### config.mk
export PLATFORM = sky130hd
export DESIGN_NAME = axi_wr_responder_flat
export DESIGN_NICKNAME = d
export VERILOG_FILES = /design/src/rtl/axi_wr_responder_if.sv /design/src/rtl/axi_wr_responder.sv /design/src/flat_wrapper.sv
export SDC_FILE = /design/constraint.sdc
export NUM_CORES = 1
export LEC_CHECK = 0
export ABC_AREA = 0
export CORE_MARGIN = 2
export CORE_UTILIZATION = 50
export DETAILED_ROUTE_END_ITERATION = 8
export PLACE_DENSITY_LB_ADDON = 0.05
export RECOVER_POWER = 50
export SLEW_MARGIN = 10
export SYNTH_ARGS = -nofsm -noshare
export SYNTH_HDL_FRONTEND = slang
export SYNTH_SLANG_ARGS = --single-unit
### constraint.sdc
create_clock -name clk -period 5.6 [get_ports clk]
set_input_delay 1.12 -clock clk [delete_from_list [all_inputs] [get_ports clk]]
set_output_delay 1.12 -clock clk [all_outputs]
set_load 0.005 [all_outputs]
### src/rtl/axi_wr_responder_if.sv
// AXI4 write-channel bundle (AW/W/B) between a write master and axi_wr_responder.
interface axi_wr_responder_if #(
    parameter int AXI_ADDR_WIDTH = 32,
    parameter int DATA_WIDTH     = 64
);
    logic [AXI_ADDR_WIDTH-1:0] s_axi_awaddr;
    logic [7:0]                s_axi_awlen;
    logic [2:0]                s_axi_awsize;
    logic [1:0]                s_axi_awburst;
    logic                      s_axi_awvalid;
    logic                      s_axi_awready;
    logic [DATA_WIDTH-1:0]     s_axi_wdata;
    logic [DATA_WIDTH/8-1:0]   s_axi_wstrb;
    logic                      s_axi_wlast;
    logic                      s_axi_wvalid;
    logic                      s_axi_wready;
    logic [1:0]                s_axi_bresp;
    logic                      s_axi_bvalid;
    logic                      s_axi_bready;

    modport slave (
        input  s_axi_awaddr, s_axi_awlen, s_axi_awsize, s_axi_awburst, s_axi_awvalid,
        input  s_axi_wdata, s_axi_wstrb, s_axi_wlast, s_axi_wvalid,
        input  s_axi_bready,
        output s_axi_awready, s_axi_wready, s_axi_bresp, s_axi_bvalid
    );

    modport master (
        output s_axi_awaddr, s_axi_awlen, s_axi_awsize, s_axi_awburst, s_axi_awvalid,
        output s_axi_wdata, s_axi_wstrb, s_axi_wlast, s_axi_wvalid,
        output s_axi_bready,
        input  s_axi_awready, s_axi_wready, s_axi_bresp, s_axi_bvalid
    );
endinterface

### src/rtl/axi_wr_responder.sv
// AXI4 write slave terminating bursts into a word-addressed memory window, one burst at a time.
// Optional ready throttling by an 8-bit LFSR when AXI_WR_THROTTLE_EN is defined.
module axi_wr_responder #(
    parameter int                        DATA_WIDTH     = 64,
    parameter int                        AXI_ADDR_WIDTH = 32,
    parameter int                        MEM_ADDR_WIDTH = 10,
    parameter logic [AXI_ADDR_WIDTH-1:0] BASE_ADDR      = 32'h8000_0000,
    parameter logic [7:0]                LFSR_SEED      = 8'hA5
) (
    input  logic                      clk,
    input  logic                      rst_n,
    axi_wr_responder_if.slave         s_axi,
    output logic                      mem_we,
    output logic [MEM_ADDR_WIDTH-1:0] mem_addr,
    output logic [DATA_WIDTH-1:0]     mem_wdata,
    output logic [DATA_WIDTH/8-1:0]   mem_wstrb,
    output logic                      burst_done
);
    localparam int         STRB_W  = DATA_WIDTH / 8;
    localparam int         BYTE_LG = $clog2(STRB_W);
    localparam logic [2:0] MAX_SIZE = 3'(BYTE_LG);
    // Decode arithmetic is widened so start + burst bytes and the window end never wrap.
    localparam int            WA     = AXI_ADDR_WIDTH + 18;
    localparam logic [WA-1:0] WIN_LO = WA'(BASE_ADDR);
    localparam logic [WA-1:0] WIN_HI = WIN_LO + (WA'(1) << (MEM_ADDR_WIDTH + BYTE_LG));

    typedef enum logic [1:0] {IDLE, DATA, RESP} state_t;

    typedef struct packed {
        logic [AXI_ADDR_WIDTH-1:0] addr;
        logic [7:0]                len;
        logic [2:0]                size;
        logic [1:0]                burst;
    } aw_req_t;

    state_t    state;
    aw_req_t   req;
    logic [7:0] beat_cnt;
    logic      err_dec, err_slv, err_last;
    logic      awready_q, wready_q, bvalid_q;
    logic [1:0] bresp_q;
    logic      throttle_ok;

`ifdef AXI_WR_THROTTLE_EN
    logic [7:0] lfsr;

    always_ff @(posedge clk) begin
        if (!rst_n) lfsr <= LFSR_SEED;
        else        lfsr <= {lfsr[6:0], lfsr[7] ^ lfsr[5] ^ lfsr[4] ^ lfsr[3]};
    end

    assign throttle_ok = lfsr[0];
`else
    assign throttle_ok = 1'b1;
`endif

    assign s_axi.s_axi_awready = awready_q & throttle_ok;
    assign s_axi.s_axi_wready  = wready_q & throttle_ok;
    assign s_axi.s_axi_bvalid  = bvalid_q;
    assign s_axi.s_axi_bresp   = bresp_q;

    logic aw_hs, w_hs, b_hs;
    assign aw_hs = s_axi.s_axi_awvalid & s_axi.s_axi_awready;
    assign w_hs  = s_axi.s_axi_wvalid & s_axi.s_axi_wready;
    assign b_hs  = bvalid_q & s_axi.s_axi_bready;

    logic [WA-1:0] dec_start, dec_end;
    logic          dec_err, dec_slv;

    always_comb begin
        dec_start = WA'(s_axi.s_axi_awaddr);
        dec_end   = dec_start + ((WA'(s_axi.s_axi_awlen) + WA'(1)) << s_axi.s_axi_awsize) - WA'(1);
        dec_err   = (dec_start < WIN_LO) || (dec_end >= WIN_HI);
        // WRAP (10) and reserved (11) both have bit 1 set.
        dec_slv   = (s_axi.s_axi_awsize > MAX_SIZE) || s_axi.s_axi_awburst[1];
    end

    logic                      last_beat, last_bad;
    logic [AXI_ADDR_WIDTH-1:0] addr_step;

    assign last_beat = (beat_cnt == req.len);
    assign last_bad  = (s_axi.s_axi_wlast != last_beat);
    assign addr_step = AXI_ADDR_WIDTH'(1) << req.size;

    always_ff @(posedge clk) begin
        if (!rst_n) begin
            state      <= IDLE;
            req        <= '0;
            beat_cnt   <= '0;
            err_dec    <= 1'b0;
            err_slv    <= 1'b0;
            err_last   <= 1'b0;
            awready_q  <= 1'b0;
            wready_q   <= 1'b0;
            bvalid_q   <= 1'b0;
            bresp_q    <= 2'b00;
            burst_done <= 1'b0;
            mem_we     <= 1'b0;
            mem_addr   <= '0;
            mem_wdata  <= '0;
            mem_wstrb  <= '0;
        end else begin
            mem_we     <= 1'b0;
            burst_done <= 1'b0;
            case (state)
                IDLE: begin
                    awready_q <= 1'b1;
                    wready_q  <= 1'b0;
                    if (aw_hs) begin
                        req.addr  <= s_axi.s_axi_awaddr;
                        req.len   <= s_axi.s_axi_awlen;
                        req.size  <= s_axi.s_axi_awsize;
                        req.burst <= s_axi.s_axi_awburst;
                        beat_cnt  <= '0;
                        err_dec   <= dec_err;
                        err_slv   <= dec_slv;
                        err_last  <= 1'b0;
                        awready_q <= 1'b0;
                        wready_q  <= 1'b1;
                        state     <= DATA;
                    end
                end
                DATA: begin
                    if (w_hs) begin
                        beat_cnt <= beat_cnt + 8'd1;
                        // A wlast mismatch is reported but never blocks the write.
                        if (!err_dec && !err_slv) begin
                            mem_we    <= 1'b1;
                            mem_addr  <= MEM_ADDR_WIDTH'((req.addr - BASE_ADDR) >> BYTE_LG);
                            mem_wdata <= s_axi.s_axi_wdata;
                            mem_wstrb <= s_axi.s_axi_wstrb;
                        end
                        if (req.burst == 2'b01) req.addr <= req.addr + addr_step;
                        if (last_bad) err_last <= 1'b1;
                        if (last_beat) begin
                            wready_q <= 1'b0;
                            bvalid_q <= 1'b1;
                            if (err_dec)                           bresp_q <= 2'b11;
                            else if (err_slv || err_last || last_bad) bresp_q <= 2'b10;
                            else                                   bresp_q <= 2'b00;
                            state <= RESP;
                        end
                    end
                end
                RESP: begin
                    if (b_hs) begin
                        bvalid_q   <= 1'b0;
                        bresp_q    <= 2'b00;
                        burst_done <= 1'b1;
                        awready_q  <= 1'b1;
                        state      <= IDLE;
                    end
                end
                default: state <= IDLE;
            endcase
        end
    end
endmodule

### src/flat_wrapper.sv
// flat-port wrapper written by rule: the top's interface ports become plain ports
module axi_wr_responder_flat 
#(
    parameter int                        DATA_WIDTH     = 64,
    parameter int                        AXI_ADDR_WIDTH = 32,
    parameter int                        MEM_ADDR_WIDTH = 10,
    parameter logic [AXI_ADDR_WIDTH-1:0] BASE_ADDR      = 32'h8000_0000,
    parameter logic [7:0]                LFSR_SEED      = 8'hA5
)
  (clk, rst_n, mem_we, mem_addr, mem_wdata, mem_wstrb, burst_done, s_axi_s_axi_awaddr, s_axi_s_axi_awlen, s_axi_s_axi_awsize, s_axi_s_axi_awburst, s_axi_s_axi_awvalid, s_axi_s_axi_wdata, s_axi_s_axi_wstrb, s_axi_s_axi_wlast, s_axi_s_axi_wvalid, s_axi_s_axi_bready, s_axi_s_axi_awready, s_axi_s_axi_wready, s_axi_s_axi_bresp, s_axi_s_axi_bvalid);
  axi_wr_responder_if #(.AXI_ADDR_WIDTH(AXI_ADDR_WIDTH), .DATA_WIDTH(DATA_WIDTH)) s_axi_i ();
  input  logic clk;
  input  logic rst_n;
  output logic mem_we;
  output logic [MEM_ADDR_WIDTH-1:0] mem_addr;
  output logic [DATA_WIDTH-1:0] mem_wdata;
  output logic [DATA_WIDTH/8-1:0] mem_wstrb;
  output logic burst_done;
  input wire logic [$bits(s_axi_i.s_axi_awaddr)-1:0] s_axi_s_axi_awaddr;
  input wire logic [$bits(s_axi_i.s_axi_awlen)-1:0] s_axi_s_axi_awlen;
  input wire logic [$bits(s_axi_i.s_axi_awsize)-1:0] s_axi_s_axi_awsize;
  input wire logic [$bits(s_axi_i.s_axi_awburst)-1:0] s_axi_s_axi_awburst;
  input wire logic [$bits(s_axi_i.s_axi_awvalid)-1:0] s_axi_s_axi_awvalid;
  input wire logic [$bits(s_axi_i.s_axi_wdata)-1:0] s_axi_s_axi_wdata;
  input wire logic [$bits(s_axi_i.s_axi_wstrb)-1:0] s_axi_s_axi_wstrb;
  input wire logic [$bits(s_axi_i.s_axi_wlast)-1:0] s_axi_s_axi_wlast;
  input wire logic [$bits(s_axi_i.s_axi_wvalid)-1:0] s_axi_s_axi_wvalid;
  input wire logic [$bits(s_axi_i.s_axi_bready)-1:0] s_axi_s_axi_bready;
  output wire logic [$bits(s_axi_i.s_axi_awready)-1:0] s_axi_s_axi_awready;
  output wire logic [$bits(s_axi_i.s_axi_wready)-1:0] s_axi_s_axi_wready;
  output wire logic [$bits(s_axi_i.s_axi_bresp)-1:0] s_axi_s_axi_bresp;
  output wire logic [$bits(s_axi_i.s_axi_bvalid)-1:0] s_axi_s_axi_bvalid;
  assign s_axi_i.s_axi_awaddr = s_axi_s_axi_awaddr;
  assign s_axi_i.s_axi_awlen = s_axi_s_axi_awlen;
  assign s_axi_i.s_axi_awsize = s_axi_s_axi_awsize;
  assign s_axi_i.s_axi_awburst = s_axi_s_axi_awburst;
  assign s_axi_i.s_axi_awvalid = s_axi_s_axi_awvalid;
  assign s_axi_i.s_axi_wdata = s_axi_s_axi_wdata;
  assign s_axi_i.s_axi_wstrb = s_axi_s_axi_wstrb;
  assign s_axi_i.s_axi_wlast = s_axi_s_axi_wlast;
  assign s_axi_i.s_axi_wvalid = s_axi_s_axi_wvalid;
  assign s_axi_i.s_axi_bready = s_axi_s_axi_bready;
  assign s_axi_s_axi_awready = s_axi_i.s_axi_awready;
  assign s_axi_s_axi_wready = s_axi_i.s_axi_wready;
  assign s_axi_s_axi_bresp = s_axi_i.s_axi_bresp;
  assign s_axi_s_axi_bvalid = s_axi_i.s_axi_bvalid;
  axi_wr_responder #(.DATA_WIDTH(DATA_WIDTH), .AXI_ADDR_WIDTH(AXI_ADDR_WIDTH), .MEM_ADDR_WIDTH(MEM_ADDR_WIDTH), .BASE_ADDR(BASE_ADDR), .LFSR_SEED(LFSR_SEED)) u_core (.clk(clk), .rst_n(rst_n), .s_axi(s_axi_i), .mem_we(mem_we), .mem_addr(mem_addr), .mem_wdata(mem_wdata), .mem_wstrb(mem_wstrb), .burst_done(burst_done));
endmodule
-- Yosys cells after proc, flatten, opt, wreduce, memory -nomap -nowiden
Cells that the tools add are included.
- logic and storage cells: 99
- output and inout port bits: 89
- bits in registers: 147
- input bits: 123
- add/subtract/negate cells: 6
- reductions and logical operators: 22
- eq/ne operators: 11
- magnitude comparators: 3
- shift operators: 2
- bitwise logic cells: 3
- multiplexer cells: 34
- operator list (operator ; count):
    $mux 32 ; 2
    $pmux 32 s2 ; 1
    $add 32x50->50 ; 1
    $ge 50x32->1 const B ; 1
    $shl 50x3->50 ; 1
    $sub 50x1->50 const B ; 1
    $mux 45 ; 1
    $add 32x32->32 ; 1
    $lt 32x32->1 const B ; 1
    $shl 1x3->32 const A ; 1
    $mux 2 ; 8
    $mux 8 ; 2
    $pmux 8 s2 ; 1
    $reduce_and 4->1 ; 4
    $mux 1 ; 13
    $sub 13x1->13 const B ; 1
    $ne 2x1->1 const B ; 6
    $reduce_and 3->1 ; 4
    $add 8x1->9 const B ; 1
    $add 8x1->8 const B ; 1
    $eq 8x8->1 ; 1
    $pmux 1 s2 ; 4
    $pmux 2 s3 ; 1
    $reduce_and 2->1 ; 3
    other kinds (11) ; 20

-- Longest topological paths before layout
- word-level depth: 8
- gate-level depth with buffers: 23
- gate-level depth less buffers: 22

-- Worst setup path after synthesis
OpenSTA, ideal clock, no wires.
- path kind: input -> register
- start: in s_axi_s_axi_awlen[2]
- end: reg u_core.err_dec
- data required time: 5.472 ns
- setup time: 0.128 ns
- slack: 0.713 ns
- arrival: 4.759 ns
- path buffers: 1
- stages: 19
- path through: clkbuf_1 > nand4_1 > xor2_1 > mux2_2 > mux2_2 > nor2_1 > a31oi_1 > ha_1 > inv_1 > ha_1 > a21oi_2 > o211ai_4 > a31o_1 > o211ai_1 > or4b_1 > a2111oi_2 > o2111ai_1 > nor4_1 > a211oi_1
- cells in the longest elaborated chain, start to end: 6
- ends and longest elaborated chain (item ; RTL line ; RTL):
    start, declared ; flat_wrapper.sv:20 ; input wire logic [$bits(s_axi_i.s_axi_awlen)-1:0] s_axi_s_axi_awlen;
    $add 8x1->9 ; axi_wr_responder.sv:72 ; dec_end = dec_start + ((WA'(s_axi.s_axi_awlen) + WA'(1)) << s_axi.s_axi_awsize) - WA'(1);
    $shl 50x3->50 ; axi_wr_responder.sv:72 ;
    $add 32x50->50 ; axi_wr_responder.sv:72 ;
    $sub 50x1->50 ; axi_wr_responder.sv:72 ;
    $ge 50x32->1 ; axi_wr_responder.sv:73 ; dec_err = (dec_start < WIN_LO) || (dec_end >= WIN_HI);
    $logic_or 1x1->1 ; axi_wr_responder.sv:73 ;
    end signal, assigned ; axi_wr_responder.sv:115 ; err_dec <= dec_err;
    end, declared ; axi_wr_responder.sv:39 ; logic err_dec, err_slv, err_last;
No other way between the ends.
A chain may end at the register's enable or synchronous reset.

-- Worst setup path in the final report
- start: in s_axi_s_axi_awlen[1]
- end: reg u_core.err_dec
The elaborated chain is that of the path after synthesis.

==> metrics.md <==
| Metric | Value |
|---|---|
| Status | finished, violations left |
| Violated checks | max-capacitance violations, max-slew violations |
| Reg2Reg Depth | 12 |
| Ys Warns | 0 |
| Area Growth Syn to Fin | 35.18% |
| Setup bufs post-CTS | 0 |
| Synthesized Nets | 1310 |
| Post-Route WL | 22.46 mm |
| Startpoint Class | input pin |
| Hold EP | u_core.mem_addr[1] |
| Vias in the first global route | 7578 |
| Pin count of the biggest net entering global routing | 84 |
| Worst-path cell chain | clkdlybuf4s50_1, ha_1, nand3_1, xor2_1, mux2_2, mux2_2, mux2_2, ha_1, inv_1, ha_1, nand2_1, o31ai_1, and3_1, a21boi_0, mux2i_1, a2111oi_2, o2111ai_1, nor4_1, a211oi_1 |
| Synth async-reset ratio | 0% |
| Die area | 17410 um^2 |
| Final Skew | 0.006609 ns |
| Worst-Margin Slew | 1.755 ns |
| Number of max-cap violations | 1 |
| Synth top area share | 31.30% |
| Setup TNS Final | 0 ns |
| Antenna violations before repair | 0 |
| Multi-input gate area | 5015 um^2 |
| Worst Path Arrival | 5.54 ns |
| Synth Area per Inst | 7.272 um^2 |
| Reg2reg start | u_core.req[2] |
| # setup viols final | 0 |
| Initial core utilization | 51.36% |
| Die Span X | 132.0 um |
| Crit Reg-Reg Endpoint | u_core.req[25] |
| Mapped Cells | 1126 |
| Distinct cells, synth | 80 |
| Min Tclk post-route | 5.242 ns |
| Crit end category | register |
| Cell family with most CP delay | compound AO/OA/AOI/OAI gates |
| Port buffer count | 211 |
| Final Core Density | 69.42% |
| Number of synthesized flops with an enable pin | 0 |
| First-pass GRT wire length | 36.57 mm |
| Rel. slew slack | -17.61% |
| Commonest cells in the netlist | 253 x nand2_1, 144 x a21oi_1, 128 x dfxtp_1 |
| Fin worst setup slack | 0.3583 ns |
| Top-count cell post-synth | nand2_1 |
| CP max FO | 5 |
| Largest cells by area after synthesis | dfxtp_1 31%, nand2_1 12%, ha_1 9.0%, a21oi_1 8.8%, inv_1 3.9% |
| Seq/Total Area, Yosys | 31.30% |
| Nets | 1500 |
| Critical path type | input pin to register |
| Tot GR Track Use | 25.15% |
| WP buf/inv | 2 |
| Dpl hpwl | 16.59 mm |
| Pwr Density | 241.5 nW/um^2 |
| Drt first pass iters | 5 |
| Grt total ovfl | 0 |
| Dominant synthesized flop cell | dfxtp_1 |
| Root buf cell | clkbuf_16 |
| Clock transition at the registers of the reported paths | 0.06 ns |
| Vias | 8430 |
| Global placement routability congestion | 0.9365 |
| # hold bufs at CTS | 0 |
| Clock Latency Late Sink | 0.42 ns |
| Via/cell ratio | 5.456 |
| Pre-CTS setup slack | -0.04315 ns |
| P_leak | 4.658 nW |
| DR WL/cell | 14.54 um |
| Antenna viol nets, final | 0 |
| Placed cell area | 10460 um^2 |
| Fin crit share | 93.60% |
| Num ports | 212 |
| Cts repair resizes | 0 |
| # H-tree levels | 4 |
| Hold Path Cell Cnt | 2 |
| DP Cell Count | 1513 |
| Sequential Area | 2562 um^2 |
| Fmax | 0.1908 GHz |
| FF-to-FF setup slack | 2.54 ns |
| Cell taking the most area after synthesis | dfxtp_1 |
| FILL cells | 1387 |
| TritonCTS Buffers | 17 |
| Worst EP required | 5.90 ns |
| RSZ-0062 raised after global routing | no |
| Core ar. | 15940 um^2 |
| Slew Viols, Final | 51 |
| FP Rows | 46 |
| Slowest cell on the critical path | clkdlybuf4s50_1 |
| Post-route cell area | 11070 um^2 |
| Drc violations | 0 |
| Critical path origin | s_axi_s_axi_awlen[1] |
| Sink Count | 128 |
| Final Non-Filler Cells | 1545 |
| Final hold vios | 0 |
| Start point of the worst min-delay path | u_core.mem_addr[1] |
| Mapped Area | 8188 um^2 |
| CP peak stage delay | 0.52 ns |
| CTS max path bufs | 2 |
| Die Ht | 132.0 um |
| HP Class | register to register |
| DRT iter0 DRCs | 458 |
| CTS tree | built |
| Share of post-route cells with drive strength above 1 | 5.794% |
| Max VDD drop | 0.2673 mV |
| Diodes inserted | 0 |
| Yosys reg bits | 128 |
[layout make-up]
cell class	instances	area share (%)
Tap cell	216	2.442
Timing Repair Buffer	234	20.61
Inverter	88	2.996
Sequential cell	128	23.15
Multi-Input combinational cell	847	45.31
Clock inverter	13	1.583
Clock buffer	19	3.911
[how the worst max path moves through the flow]
| stage | to | slack (ns) | cells past startpoint |
|---|---|---|---|
| finish | u_core.err_dec | 0.36 | 19 |
| floorplan | u_core.err_dec | 0.71 | 19 |
| detailed placement | u_core.err_dec | -0.04 | 20 |
| global placement | u_core.err_dec | 0.02 | 20 |
| CTS | u_core.err_dec | 0.38 | 20 |
| global route | u_core.err_dec | 0.05 | 20 |
[stage by stage]
step	total power [mW]	hold slack, ns
after floorplan	1.334	0.4313
after global placement	1.530	0.4411
after detailed placement	1.533	0.4465
after CTS	2.684	0.4540
after global routing	2.797	0.4632
final	2.672	0.4474
[flip-flops by register name, summed over array words and instances (netlist names), 2 cells and up]
signal / count
u_core.beat_cnt: 8
u_core.mem_addr: 10
u_core.mem_wdata: 64
u_core.mem_wstrb: 8
u_core.req: 26
u_core.s_axi.s_axi_bresp: 2
u_core.state: 2
[placed cells by master, fill, tap and decap left out, types with 5 or more instances in the layout]
cell type	netlist	layout
and2_1	7	7
and3_1	11	11
a211oi_1	11	11
clkdlybuf4s50_1	0	119
nor2_1	69	69
nand3_1	30	30
a21boi_0	6	6
o21ai_0	30	30
mux2i_1	13	13
clkbuf_16	0	17
nand2b_1	12	12
xor2_1	8	8
o211ai_1	9	9
nand4_1	12	12
o21ai_1	10	10
buf_4	2	22
inv_1	86	86
nor3_1	14	14
dfxtp_1	128	128
inv_6	0	6
xnor2_1	16	16
dlygate4sd3_1	0	92
o21a_1	5	5
a31oi_1	9	9
o2111ai_1	6	6
or2_2	5	5
a22oi_1	10	10
nor4_1	5	5
ha_1	59	59
nand2_1	253	253
nor2b_1	6	6
a21o_1	10	10
a21oi_1	144	144
[cells by family (layout without fill, tap and decap cells)]
logic type,count (synthesis),after routing,share of synthesized area [%]
AND/OR/NAND/NOR,452,452,24.69
AO/OA/AOI/OAI,293,293,22.25
buffers and inverters,151,354,7.549
flip-flops,128,128,31.30
adder cells (fa/ha/maj),61,61,9.505
XOR/XNOR,24,24,2.567
multiplexers,17,17,2.139
[routing by layer]
layer	track usage (%)	part of all wire (%)	vias to the layer above
met5	0	0	-
met4	7.911	1.5	0
met3	4.652	6.0	26
met2	40.74	47	261
met1	33.98	46	3885
li1	-	-	4258
[worst register-to-register path: cells and delay by family (launching register included)]
kind / cells / cell delay (ns)
AO/OA/AOI/OAI: 7 / 1.53
flip-flops: 1 / 0.39
adder cells (fa/ha/maj): 2 / 0.61
AND/OR/NAND/NOR: 2 / 0.34
buffers and inverters: 1 / 0.06
[power by group]
| group | internal [mW] | switching, mW | total [mW] |
|---|---|---|---|
| Clock | 0.710 | 0.443 | 1.15 |
| Sequential | 0.927 | 0.0162 | 0.943 |
| Combinational | 0.267 | 0.309 | 0.576 |
Power figures use the tool's default switching activity.
